[config.mk]
export PLATFORM = sky130hd
export DESIGN_NAME = fpu_unpack_sched_flat
export DESIGN_NICKNAME = d
export VERILOG_FILES = /design/src/rtl/fpu_unpack_sched_if.sv /design/src/rtl/fpu_unpack_sched.sv /design/src/flat_wrapper.sv
export SDC_FILE = /design/constraint.sdc
export NUM_CORES = 1
export LEC_CHECK = 0
export BUFFER_PORTS_ARGS = -buffer_cell sky130_fd_sc_hd__buf_2
export CAP_MARGIN = 5
export CORE_ASPECT_RATIO = 1.2
export CORE_MARGIN = 2
export CORE_UTILIZATION = 30
export CTS_CLUSTER_SIZE = 40
export DETAILED_ROUTE_END_ITERATION = 7
export SYNTH_ARGS = -nofsm -noshare
export SYNTH_HDL_FRONTEND = slang
export SYNTH_SLANG_ARGS = --single-unit
[constraint.sdc]
create_clock -name clk -period 9.4 [get_ports clk]
set_input_delay 0.94 -clock clk [delete_from_list [all_inputs] [get_ports clk]]
set_output_delay 0.94 -clock clk [all_outputs]
set_load 0.005 [all_outputs]
[src/rtl/fpu_unpack_sched_if.sv]
// Request, unpacker-drive and completion signals of the operand unpack scheduler.
// master = requester/consumer side, slave = scheduler side.
interface fpu_unpack_sched_if #(
  parameter int FLEN    = 64,
  parameter int FMTBITS = 2
);
  logic               ReqValid;
  logic               ReqReady;
  logic [FLEN-1:0]    X;
  logic [FLEN-1:0]    Y;
  logic [FLEN-1:0]    Z;
  logic [FMTBITS-1:0] Fmt;
  logic               XEn;
  logic               YEn;
  logic               ZEn;
  logic               Flush;
  logic [FLEN-1:0]    UnpA;
  logic [FMTBITS-1:0] UnpFmt;
  logic               UnpEn;
  logic               CapX;
  logic               CapY;
  logic               CapZ;
  logic               DoneValid;
  logic               DoneReady;
  logic               Busy;
  logic [31:0]        UnpCycles;

  modport master (
    output ReqValid, X, Y, Z, Fmt, XEn, YEn, ZEn, Flush, DoneReady,
    input  ReqReady, UnpA, UnpFmt, UnpEn, CapX, CapY, CapZ, DoneValid, Busy, UnpCycles
  );

  modport slave (
    input  ReqValid, X, Y, Z, Fmt, XEn, YEn, ZEn, Flush, DoneReady,
    output ReqReady, UnpA, UnpFmt, UnpEn, CapX, CapY, CapZ, DoneValid, Busy, UnpCycles
  );
endinterface

[src/rtl/fpu_unpack_sched.sv]
// Sequences up to three latched operands through one shared unpacker, then signals completion.
// Optional unpack-cycle counter is built only when FPU_UNPACK_PERF_EN is defined.
module fpu_unpack_sched #(
  parameter int FLEN    = 64,
  parameter int FMTBITS = 2
) (
  input  logic                clk,
  input  logic                reset,
  fpu_unpack_sched_if.slave   bus
);

  typedef enum logic [2:0] {
    IDLE,
    SX,
    SY,
    SZ,
    DONE
  } state_t;

  state_t             state;
  state_t             state_next;
  logic [FLEN-1:0]    x_q;
  logic [FLEN-1:0]    y_q;
  logic [FLEN-1:0]    z_q;
  logic [FMTBITS-1:0] fmt_q;
  logic               x_en_q;
  logic               y_en_q;
  logic               z_en_q;
  logic               accept;
  logic [FLEN-1:0]    unp_a;
  logic               unp_en;
  logic               cap_x;
  logic               cap_y;
  logic               cap_z;
  logic               done_valid;

  assign accept = (state == IDLE) && !bus.Flush && bus.ReqValid;

  always_ff @(posedge clk or posedge reset) begin
    if (reset) begin
      state <= IDLE;
    end else begin
      state <= state_next;
    end
  end

  always_ff @(posedge clk or posedge reset) begin
    if (reset) begin
      x_q    <= '0;
      y_q    <= '0;
      z_q    <= '0;
      fmt_q  <= '0;
      x_en_q <= 1'b0;
      y_en_q <= 1'b0;
      z_en_q <= 1'b0;
    end else if (accept) begin
      x_q    <= bus.X;
      y_q    <= bus.Y;
      z_q    <= bus.Z;
      fmt_q  <= bus.Fmt;
      x_en_q <= bus.XEn;
      y_en_q <= bus.YEn;
      z_en_q <= bus.ZEn;
    end
  end

  // The first hop uses the live enables because the latched copies only update on this edge.
  always_comb begin
    state_next = state;
    case (state)
      IDLE: begin
        if (accept) begin
          if (bus.XEn)      state_next = SX;
          else if (bus.YEn) state_next = SY;
          else if (bus.ZEn) state_next = SZ;
          else              state_next = DONE;
        end
      end
      SX: begin
        if (y_en_q)      state_next = SY;
        else if (z_en_q) state_next = SZ;
        else             state_next = DONE;
      end
      SY: begin
        if (z_en_q) state_next = SZ;
        else        state_next = DONE;
      end
      SZ:      state_next = DONE;
      DONE:    if (bus.DoneReady) state_next = IDLE;
      default: state_next = IDLE;
    endcase
    if (bus.Flush) state_next = IDLE;
  end

  always_comb begin
    unp_a      = '0;
    unp_en     = 1'b0;
    cap_x      = 1'b0;
    cap_y      = 1'b0;
    cap_z      = 1'b0;
    done_valid = 1'b0;
    case (state)
      SX: begin
        unp_a  = x_q;
        unp_en = 1'b1;
        cap_x  = 1'b1;
      end
      SY: begin
        unp_a  = y_q;
        unp_en = 1'b1;
        cap_y  = 1'b1;
      end
      SZ: begin
        unp_a  = z_q;
        unp_en = 1'b1;
        cap_z  = 1'b1;
      end
      DONE:    done_valid = 1'b1;
      default: ;
    endcase
    // A flushed cycle must not be mistaken for a real issue or completion downstream.
    if (bus.Flush) begin
      unp_en     = 1'b0;
      cap_x      = 1'b0;
      cap_y      = 1'b0;
      cap_z      = 1'b0;
      done_valid = 1'b0;
    end
  end

  assign bus.ReqReady  = (state == IDLE) && !bus.Flush;
  assign bus.Busy      = (state != IDLE);
  assign bus.UnpA      = unp_a;
  assign bus.UnpFmt    = fmt_q;
  assign bus.UnpEn     = unp_en;
  assign bus.CapX      = cap_x;
  assign bus.CapY      = cap_y;
  assign bus.CapZ      = cap_z;
  assign bus.DoneValid = done_valid;

`ifdef FPU_UNPACK_PERF_EN
  logic [31:0] unp_cycles_q;

  always_ff @(posedge clk or posedge reset) begin
    if (reset) begin
      unp_cycles_q <= '0;
    end else if (unp_en && (unp_cycles_q != 32'hFFFF_FFFF)) begin
      unp_cycles_q <= unp_cycles_q + 32'd1;
    end
  end

  assign bus.UnpCycles = unp_cycles_q;
`else
  assign bus.UnpCycles = 32'd0;
`endif

endmodule

[src/flat_wrapper.sv]
// flat-port wrapper written by rule: the top's interface ports become plain ports
module fpu_unpack_sched_flat 
#(
  parameter int FLEN    = 64,
  parameter int FMTBITS = 2
)
  (clk, reset, bus_ReqValid, bus_X, bus_Y, bus_Z, bus_Fmt, bus_XEn, bus_YEn, bus_ZEn, bus_Flush, bus_DoneReady, bus_ReqReady, bus_UnpA, bus_UnpFmt, bus_UnpEn, bus_CapX, bus_CapY, bus_CapZ, bus_DoneValid, bus_Busy, bus_UnpCycles);
  fpu_unpack_sched_if #(.FLEN(FLEN), .FMTBITS(FMTBITS)) bus_i ();
  input  logic clk;
  input  logic reset;
  input wire logic [$bits(bus_i.ReqValid)-1:0] bus_ReqValid;
  input wire logic [$bits(bus_i.X)-1:0] bus_X;
  input wire logic [$bits(bus_i.Y)-1:0] bus_Y;
  input wire logic [$bits(bus_i.Z)-1:0] bus_Z;
  input wire logic [$bits(bus_i.Fmt)-1:0] bus_Fmt;
  input wire logic [$bits(bus_i.XEn)-1:0] bus_XEn;
  input wire logic [$bits(bus_i.YEn)-1:0] bus_YEn;
  input wire logic [$bits(bus_i.ZEn)-1:0] bus_ZEn;
  input wire logic [$bits(bus_i.Flush)-1:0] bus_Flush;
  input wire logic [$bits(bus_i.DoneReady)-1:0] bus_DoneReady;
  output wire logic [$bits(bus_i.ReqReady)-1:0] bus_ReqReady;
  output wire logic [$bits(bus_i.UnpA)-1:0] bus_UnpA;
  output wire logic [$bits(bus_i.UnpFmt)-1:0] bus_UnpFmt;
  output wire logic [$bits(bus_i.UnpEn)-1:0] bus_UnpEn;
  output wire logic [$bits(bus_i.CapX)-1:0] bus_CapX;
  output wire logic [$bits(bus_i.CapY)-1:0] bus_CapY;
  output wire logic [$bits(bus_i.CapZ)-1:0] bus_CapZ;
  output wire logic [$bits(bus_i.DoneValid)-1:0] bus_DoneValid;
  output wire logic [$bits(bus_i.Busy)-1:0] bus_Busy;
  output wire logic [$bits(bus_i.UnpCycles)-1:0] bus_UnpCycles;
  assign bus_i.ReqValid = bus_ReqValid;
  assign bus_i.X = bus_X;
  assign bus_i.Y = bus_Y;
  assign bus_i.Z = bus_Z;
  assign bus_i.Fmt = bus_Fmt;
  assign bus_i.XEn = bus_XEn;
  assign bus_i.YEn = bus_YEn;
  assign bus_i.ZEn = bus_ZEn;
  assign bus_i.Flush = bus_Flush;
  assign bus_i.DoneReady = bus_DoneReady;
  assign bus_ReqReady = bus_i.ReqReady;
  assign bus_UnpA = bus_i.UnpA;
  assign bus_UnpFmt = bus_i.UnpFmt;
  assign bus_UnpEn = bus_i.UnpEn;
  assign bus_CapX = bus_i.CapX;
  assign bus_CapY = bus_i.CapY;
  assign bus_CapZ = bus_i.CapZ;
  assign bus_DoneValid = bus_i.DoneValid;
  assign bus_Busy = bus_i.Busy;
  assign bus_UnpCycles = bus_i.UnpCycles;
  fpu_unpack_sched #(.FLEN(FLEN), .FMTBITS(FMTBITS)) u_core (.clk(clk), .reset(reset), .bus(bus_i));
endmodule
-- Word-level counts from Yosys, hierarchy flattened
Cells that the tools add are included.
- flip-flop bits (word level): 199
- bits of input ports: 202
- word-level logic and storage cells: 40
- equality and inequality tests: 6
- reduce and logical (&&, ||, !) cells: 7
- multiplexer cells: 20
- operator list (operator ; count):
    $pmux W64 S3 ; 1
    $mux W3 ; 8
    $pmux W3 S5 ; 1
    $mux W1 ; 10
    $eq A3 B2 Y1 const B ; 2
    $eq A3 B1 Y1 const B ; 1
    $eq A3 B3 Y1 const B ; 1
    $logic_not A3 Y1 ; 1
    $ne A3 B2 Y1 const B ; 1
    $ne A3 B3 Y1 const B ; 1
    $reduce_bool A3 Y1 ; 1
    $reduce_or A3 Y1 ; 1
    $logic_and A1 B1 Y1 ; 2
    $reduce_and A2 Y1 ; 1
    $logic_not A1 Y1 ; 1

-- Longest topological paths before layout
Gate-level depths: netlist (run 1).
- word-level depth: 6
- gate-level depth with buffers: 5
- depth with buffers taken out: 3

-- Worst setup path after synthesis (run 1)
OpenSTA, ideal clock, no wires.
- path kind: reg2out
- start point: register u_core.state[1]
- end point: output bus_UnpA[0]
- arrival: 1.408 ns
- data required time: 8.460 ns
- setup slack: 7.052 ns
- buffers on the path: 2
- cell stages (with the launch flop): 6
- path through: dfrtp_1 -> clkbuf_1 -> buf_2 -> mux2_2 -> a22oi_1 -> nor2_1
- word-level cells in the longest chain between the ends: 2
- RTL lines (element ; line ; text):
    from (decl) ; fpu_unpack_sched.sv:20 ; state_t state;
    from (signal assigned) ; fpu_unpack_sched.sv:43 ; state <= state_next;
    $eq A3 B2 Y1 or $eq A3 B1 Y1 (tied branches) ; fpu_unpack_sched.sv:102 ; case (state)
    $pmux W64 S3 (*) ; fpu_unpack_sched.sv:102 ;
    to (decl) ; flat_wrapper.sv:22 ; output wire logic [$bits(bus_i.UnpA)-1:0] bus_UnpA;
Mark *: on every way between the ends. The rest lies on a longest branch, timed or not.

-- Worst setup path in the final report (run 1)
- start point: register u_core.state[0]
- end point: output bus_UnpA[15]
The elaborated chain is that of the path after synthesis.

==> qor.yml, run 1 <==
status: "finished, final reports clean"
crit_arrival_ns: 3.03
startpoint_type: "flip-flop"
worst_path_max_delay_cell: "buf_4"
hold_buffers: 0
yosysWarnings: 0
pwr_density_cell_nw_per_um2: 246
vias: 6391
synth_edf_count: 0
netlist_top_cells_area: "dfrtp_1 53%, mux2_1 17%, mux2_2 14%"
post-cts-setup-buffers: 0
grt_pass1_vias: 6732
cts_max_path_buffers: 2
postPlaceCellArea_um2: 10900
drc_errors: 0
grt.busiest_layer: "met2"
finalMaxSlewViolations: 0
synth_top_area_share_pct: 53.1
netlist_instances: 702
hpwlAfterDp_mm: 15.4
hold_slack_ns: 0.487
drtIter0Drc: 288
path_class: "reg -> out"
cts_sinks: 199
clk_latency_ns: 0.43
finalNetCount: 1152
vias_per_cell: 4.70
yosysSeqAreaShare_pct: 53.1
crit_fanout: 76
die_h_um: 198
place_ws_ns: 5.45
clk_pin_slew_ns: 0.07
nFillCells: 3058
syn_area_per_cell_um2: 13.4
gr-total-overflow: 0
gp_congestion: 0.712
hold_class: "reg -> reg"
finalSetupViolations: 0
final.setup.worst_slack_ns: 5.43
dieWidth_um: 165
synthDistinctLibCells: 30
irDropWorstVdd_uv: 126
hold_violations: 0
diodes: 0
ys_ff_latch: 199
cts.htree.levels: 4
drt_first_pass_iters: 4
tritoncts: "yes"
maxCapViolCount: 0
drive_above_1_share_pct: 45.5
yosysTopAreaCell: "dfrtp_1"
antenna_found_initial: 2
skew_ns: 0.00987
grt_use_met3_pct: 3.90
async_flop_share_pct: 100
relSlewSlack_pct: 28.2
track_usage_pct: 14.6
synth_ff_type: "dfrtp_1"
setup-tns-final_ns: 0
fin_total_pwr_mw: 2.81
slowest_delay_ns: 0.69
start_util_pct: 30.6
cts_buffers: 17
drt-total-wl_mm: 23.6
fin_crit_ns: 3.97
crit_top_cell: "buf_4"
max_freq_ghz: 0.252
post-route-period-util_pct: 42.3
grt_pass1_wl_mm: 36.6
postLayoutCellArea_um2: 11400
p_leak_nw: 5.32
io_pins: 307
drtAntennaViolNets: 0
die-area_um2: 32700
coreArea_um2: 30700
std_cell_rows: 70
worst-slew-pin-transition_ns: 1.08
cts_resized: 0
grt_use_met1_pct: 18.0
grt_use_met2_pct: 24.9
avgRoutedWirePerCell_um: 17.4
cts-root-buf: "clkbuf_16"
rsz0062_at_grt: "false"
synthesis.area_um2: 9390
port_buffers: 274
critPathRequiredTime_ns: 8.46
cp_cell_sequence: "buf_4, nor2b_4, buf_4, a22oi_1, nor2_1, buf_2"
area_delta_synth_final_pct: 22.0
grt_max_degree: 130
cp-end-kind: "primary output"
## layout by cell type, fill, tap and decap left out, types with 2 or more instances in the layout
cell,count
a22oi_1,64
and3_1,2
buf_2,274
buf_4,7
clkbuf_1,2
clkbuf_16,17
clkinv_2,5
clkinv_4,4
clkinvlp_4,2
conb_1,32
dfrtp_1,196
dfrtp_2,2
mux2_1,140
mux2_2,120
nand2_1,2
nor2_1,67
nor3_1,2
o211ai_1,2
o21ai_0,3
or3_1,2
## registers in the layout, summed over array words and instances, names as in the netlist
register and count:
u_core.state 3, u_core.y_q 64, u_core.z_q 64, u_core.y_en_q 1, u_core.z_en_q 1, u_core.bus.UnpFmt 2
u_core.x_q 64
## layout make-up
cell class	count	area (µm²)	share of cell area (%)
flip-flops and latches	199	4990	43.6
inverters	2	15.0	0.131
multi-input cells	449	3980	34.7
clock inverters	12	105	0.918
well taps	396	495	4.33
clock buffers	20	447	3.90
repair buffers	281	1420	12.4
## layer usage
layer  up-vias  wire length (µm)
met5         -                30
met1      3238              9940
met4         4               303
met2       192             12000
met3        20              1370
li1       2937                 -
## cell families (layout without fill, tap and decap cells)
logic type,Yosys count,count (layout),share of synthesized area (%)
AO/OA/AOI/OAI,73,73,5.73
buffers and inverters,85,315,6.05
AND/OR/NAND/NOR,84,84,3.93
other,1,32,0.0400
flip-flops,199,199,53.1
multiplexers,260,260,31.2
## critical path: cells and delay by family, from the launching register on
kind	cells	cell delay (ns)
buf+inv	3	1.25
simple gates	2	0.64
flops	1	0.39
compound gates	1	0.26
## path summary, 6_finish.rpt
check                                                  end  slack, ns  cells past startpoint                         from
worst max-delay path                          bus_UnpA[15]       5.43                      6  u_core.state[0]$_DFFE_PP0P_
worst min-delay path             u_core.z_q[5]$_DFFE_PP0P_       0.49                      1    u_core.z_q[5]$_DFFE_PP0P_
worst max register to register  u_core.x_q[20]$_DFFE_PP0P_       5.44                      5  u_core.state[1]$_DFFE_PP0P_
worst min register to register   u_core.z_q[5]$_DFFE_PP0P_       0.49                      1    u_core.z_q[5]$_DFFE_PP0P_
max in group asynchronous       u_core.x_q[62]$_DFFE_PP0P_       7.55                      3                        reset
min in group asynchronous       u_core.y_q[25]$_DFFE_PP0P_       0.57                      2                        reset
## cells in the mapped netlist, drive strengths merged, types with 2 or more instances
master,n
inv,2
mux2,260
o211ai,2
nand2,3
nor2,67
and3,2
buf,64
nor3,2
nor2b,2
a22oi,64
o21ai,3
or3,2
dfrtp,199
clkbuf,19
## power breakdown
part           switching (mW)  internal [mW]
sequential              0.164           1.18
clock                   0.336          0.372
combinational           0.328          0.437
## through the flow
step	utilization (%)	instances
final	37.3	1359
after CTS	37.3	1359
after global routing	37.3	1359
after global placement	35.5	1327
after detailed placement	35.5	1327
after floorplan	-	733
Power figures use the tool's default switching activity.
==> run 2, diff against run 1 <==
Clock period 9.4 ns to 3.6 ns, I/O delays scaled along.
==> qor.yml, run 2 (synthesis gave the netlist of run 1 again) <==
status: "finished, final reports clean"  # unchanged
crit_fanout: 67  # was 76
max_freq_ghz: 0.364
rsz0062_at_grt: "false"  # unchanged
grt_pass1_vias: 6637  # was 6732
worst-slew-pin-transition_ns: 0.931  # was 1.08 ns
std_cell_rows: 70  # unchanged
final_cells: 1370  # was 1359
finalSetupViolations: 0  # unchanged
start_util_pct: 30.6  # unchanged
final.setup.worst_slack_ns: 0.849  # was 5.43 ns
r2r-start: "u_core.state[1]$_DFFE_PP0P_"  # unchanged
ff2ff_setup_slack_ns: 1.28  # was 5.44 ns
drt-total-wl_mm: 23.5  # was 23.6 mm
final_common_cell: "buf_2"  # unchanged
cts_resized: 0  # unchanged
drc_errors: 0  # unchanged
fin_total_pwr_mw: 7.45  # was 2.81 mW
grt_pass1_wl_mm: 35.8  # was 36.6 mm
placedCellCount: 1331  # was 1327
utilization_pct: 37.8  # was 37.3%
p_leak_nw: 5.37  # was 5.32 nW
post-route-period-util_pct: 76.4
port_buffers: 274  # unchanged
setup-tns-final_ns: 0  # unchanged
gp_congestion: 0.743  # was 0.712
cts-root-buf: "clkbuf_16"  # unchanged
coreArea_um2: 30700  # unchanged
die-area_um2: 32700  # unchanged
reg2reg_depth: 4  # was 5
drtAntennaViolNets: 0  # unchanged
cp-end-kind: "primary output"  # unchanged
finalNetCount: 1157  # was 1152
cts_max_path_buffers: 2  # unchanged
maxCapViolCount: 0  # unchanged
nFillCells: 3041  # was 3058
finalMaxSlewViolations: 0  # unchanged
cts_sinks: 199  # unchanged
postPlaceCellArea_um2: 11000  # was 10900 µm²
hold_slack_ns: 0.132  # was 0.487 ns
vias: 6407  # was 6391
clk_latency_ns: 0.43  # about the same
hold_class: "in -> reg"  # was reg -> reg
critPathRequiredTime_ns: 3.24  # was 8.46 ns
io_pins: 307  # unchanged
dieWidth_um: 165  # unchanged
crit_start: "u_core.state[1]$_DFFE_PP0P_"  # was u_core.state[0]$_DFFE_PP0P_
grt_max_degree: 87  # was 130
tritoncts: "yes"  # unchanged
relSlewSlack_pct: 37.9  # was 28.2%
reg2reg_to: "u_core.y_q[51]$_DFFE_PP0P_"  # was u_core.x_q[20]$_DFFE_PP0P_
pwr_density_cell_nw_per_um2: 643  # was 246 nW/µm²
gr-total-overflow: 0  # unchanged
skew_ns: 0.00782  # was 0.00987 ns
drt_first_pass_iters: 6  # was 4
clk_pin_slew_ns: 0.08  # was 0.07 ns
avgRoutedWirePerCell_um: 17.2  # was 17.4 µm
fin_crit_ns: 2.75
mostFrequentLayoutCells: "274 x buf_2, 196 x dfrtp_1, 140 x mux2_1"  # unchanged
crit_path_end: "bus_UnpA[52]"  # was bus_UnpA[15]
die_h_um: 198  # unchanged
cts_buffers: 17  # unchanged
postLayoutCellArea_um2: 11600  # was 11400 µm²
place_ws_ns: 1.26  # was 5.45 ns
crit_arrival_ns: 2.39  # was 3.03 ns
vias_per_cell: 4.68  # was 4.70
startpoint_type: "flip-flop"  # unchanged
area_delta_synth_final_pct: 23.4  # was 22.0%
reg_top3: "u_core.x_q: 64 flops, u_core.y_q: 64 flops, u_core.z_q: 64 flops"  # unchanged
track_usage_pct: 14.2  # was 14.6%
hpwlAfterDp_mm: 15.8  # was 15.4 mm
path_class: "reg -> out"  # unchanged
antenna_found_initial: 7  # was 2
hold_violations: 0  # unchanged
irDropWorstVdd_uv: 260  # was 126 µV
drive_above_1_share_pct: 45.8  # was 45.5%
drtIter0Drc: 273  # was 288
cts.htree.levels: 4  # unchanged
## run 2: cell count changes in the layout (fill, tap and decap cells not counted)
cell           delta
bufinv_16         +1
diode_2           +6
inv_6             +2
clkbuf_1          -1
buf_12            +4
clkinvlp_4        +2
clkbuf_8          +1
dlygate4sd3_1     +1
inv_8             -1
clkinv_4          -4
## run 2: timing repair
item / CTS / global route
hold buffers: 1 / 0
hold endpoints to repair: 21 / 0
setup buffers: 0 / 0
## run 2: area by class of cell
cell class              count  area, µm²  area share (%)
diodes                      6       15.0           0.130
clock buffers              20        457            3.94
clock inverters            12        125            1.08
inverters                   2       11.3          0.0972
multi-input cells         449       3980            34.3
flip-flops and latches    199       4990            43.1
well taps                 396        495            4.28
repair buffers            286       1510            13.1
## run 2: power by group
| part | internal (mW) | switching [mW] | leakage (nW) |
|---|---|---|---|
| combinational | 1.15 | 0.882 | 2.76 |
| sequential | 3.07 | 0.406 | 2.33 |
| clock | 1.06 | 0.871 | 0.282 |
| total | 5.29 | 2.16 | 5.37 |
## run 2: how the worst min path moves through the flow
| stage | start | end | slack, ns | depth (start not counted) |
|---|---|---|---|---|
| 6_report | bus_Y[45] | u_core.y_q[45]$_DFFE_PP0P_ | 0.13 | 2 |
| 5_1_grt | bus_Z[63] | u_core.z_q[63]$_DFFE_PP0P_ | 0.11 | 2 |
| 4_1_cts | bus_Y[45] | u_core.y_q[45]$_DFFE_PP0P_ | 0.11 | 2 |
| 3_5_place_dp | reset | u_core.z_q[35]$_DFFE_PP0P_ | 0.46 | 2 |
| 3_3_place_gp | reset | u_core.z_q[35]$_DFFE_PP0P_ | 0.46 | 2 |
| 2_1_floorplan | u_core.z_q[10]$_DFFE_PP0P_ | u_core.z_q[10]$_DFFE_PP0P_ | 0.46 | 1 |
## run 2: layer usage
metal	GRT usage, %	vias to the layer above	share of wire [%]
met2	24.9	185	52
li1	-	2960	-
met4	4.95	2	1.4
met3	3.60	18	5.2
met1	16.9	3242	41
met5	0	-	0.047
## run 2: worst max-delay path: stages, from the launching register on
cell and delay, ns:
dfrtp_4 0.43, buf_4 0.46, nor2b_4 0.27, buf_12 0.33
a22oi_1 0.15, nor2_1 0.15, buf_2 0.14
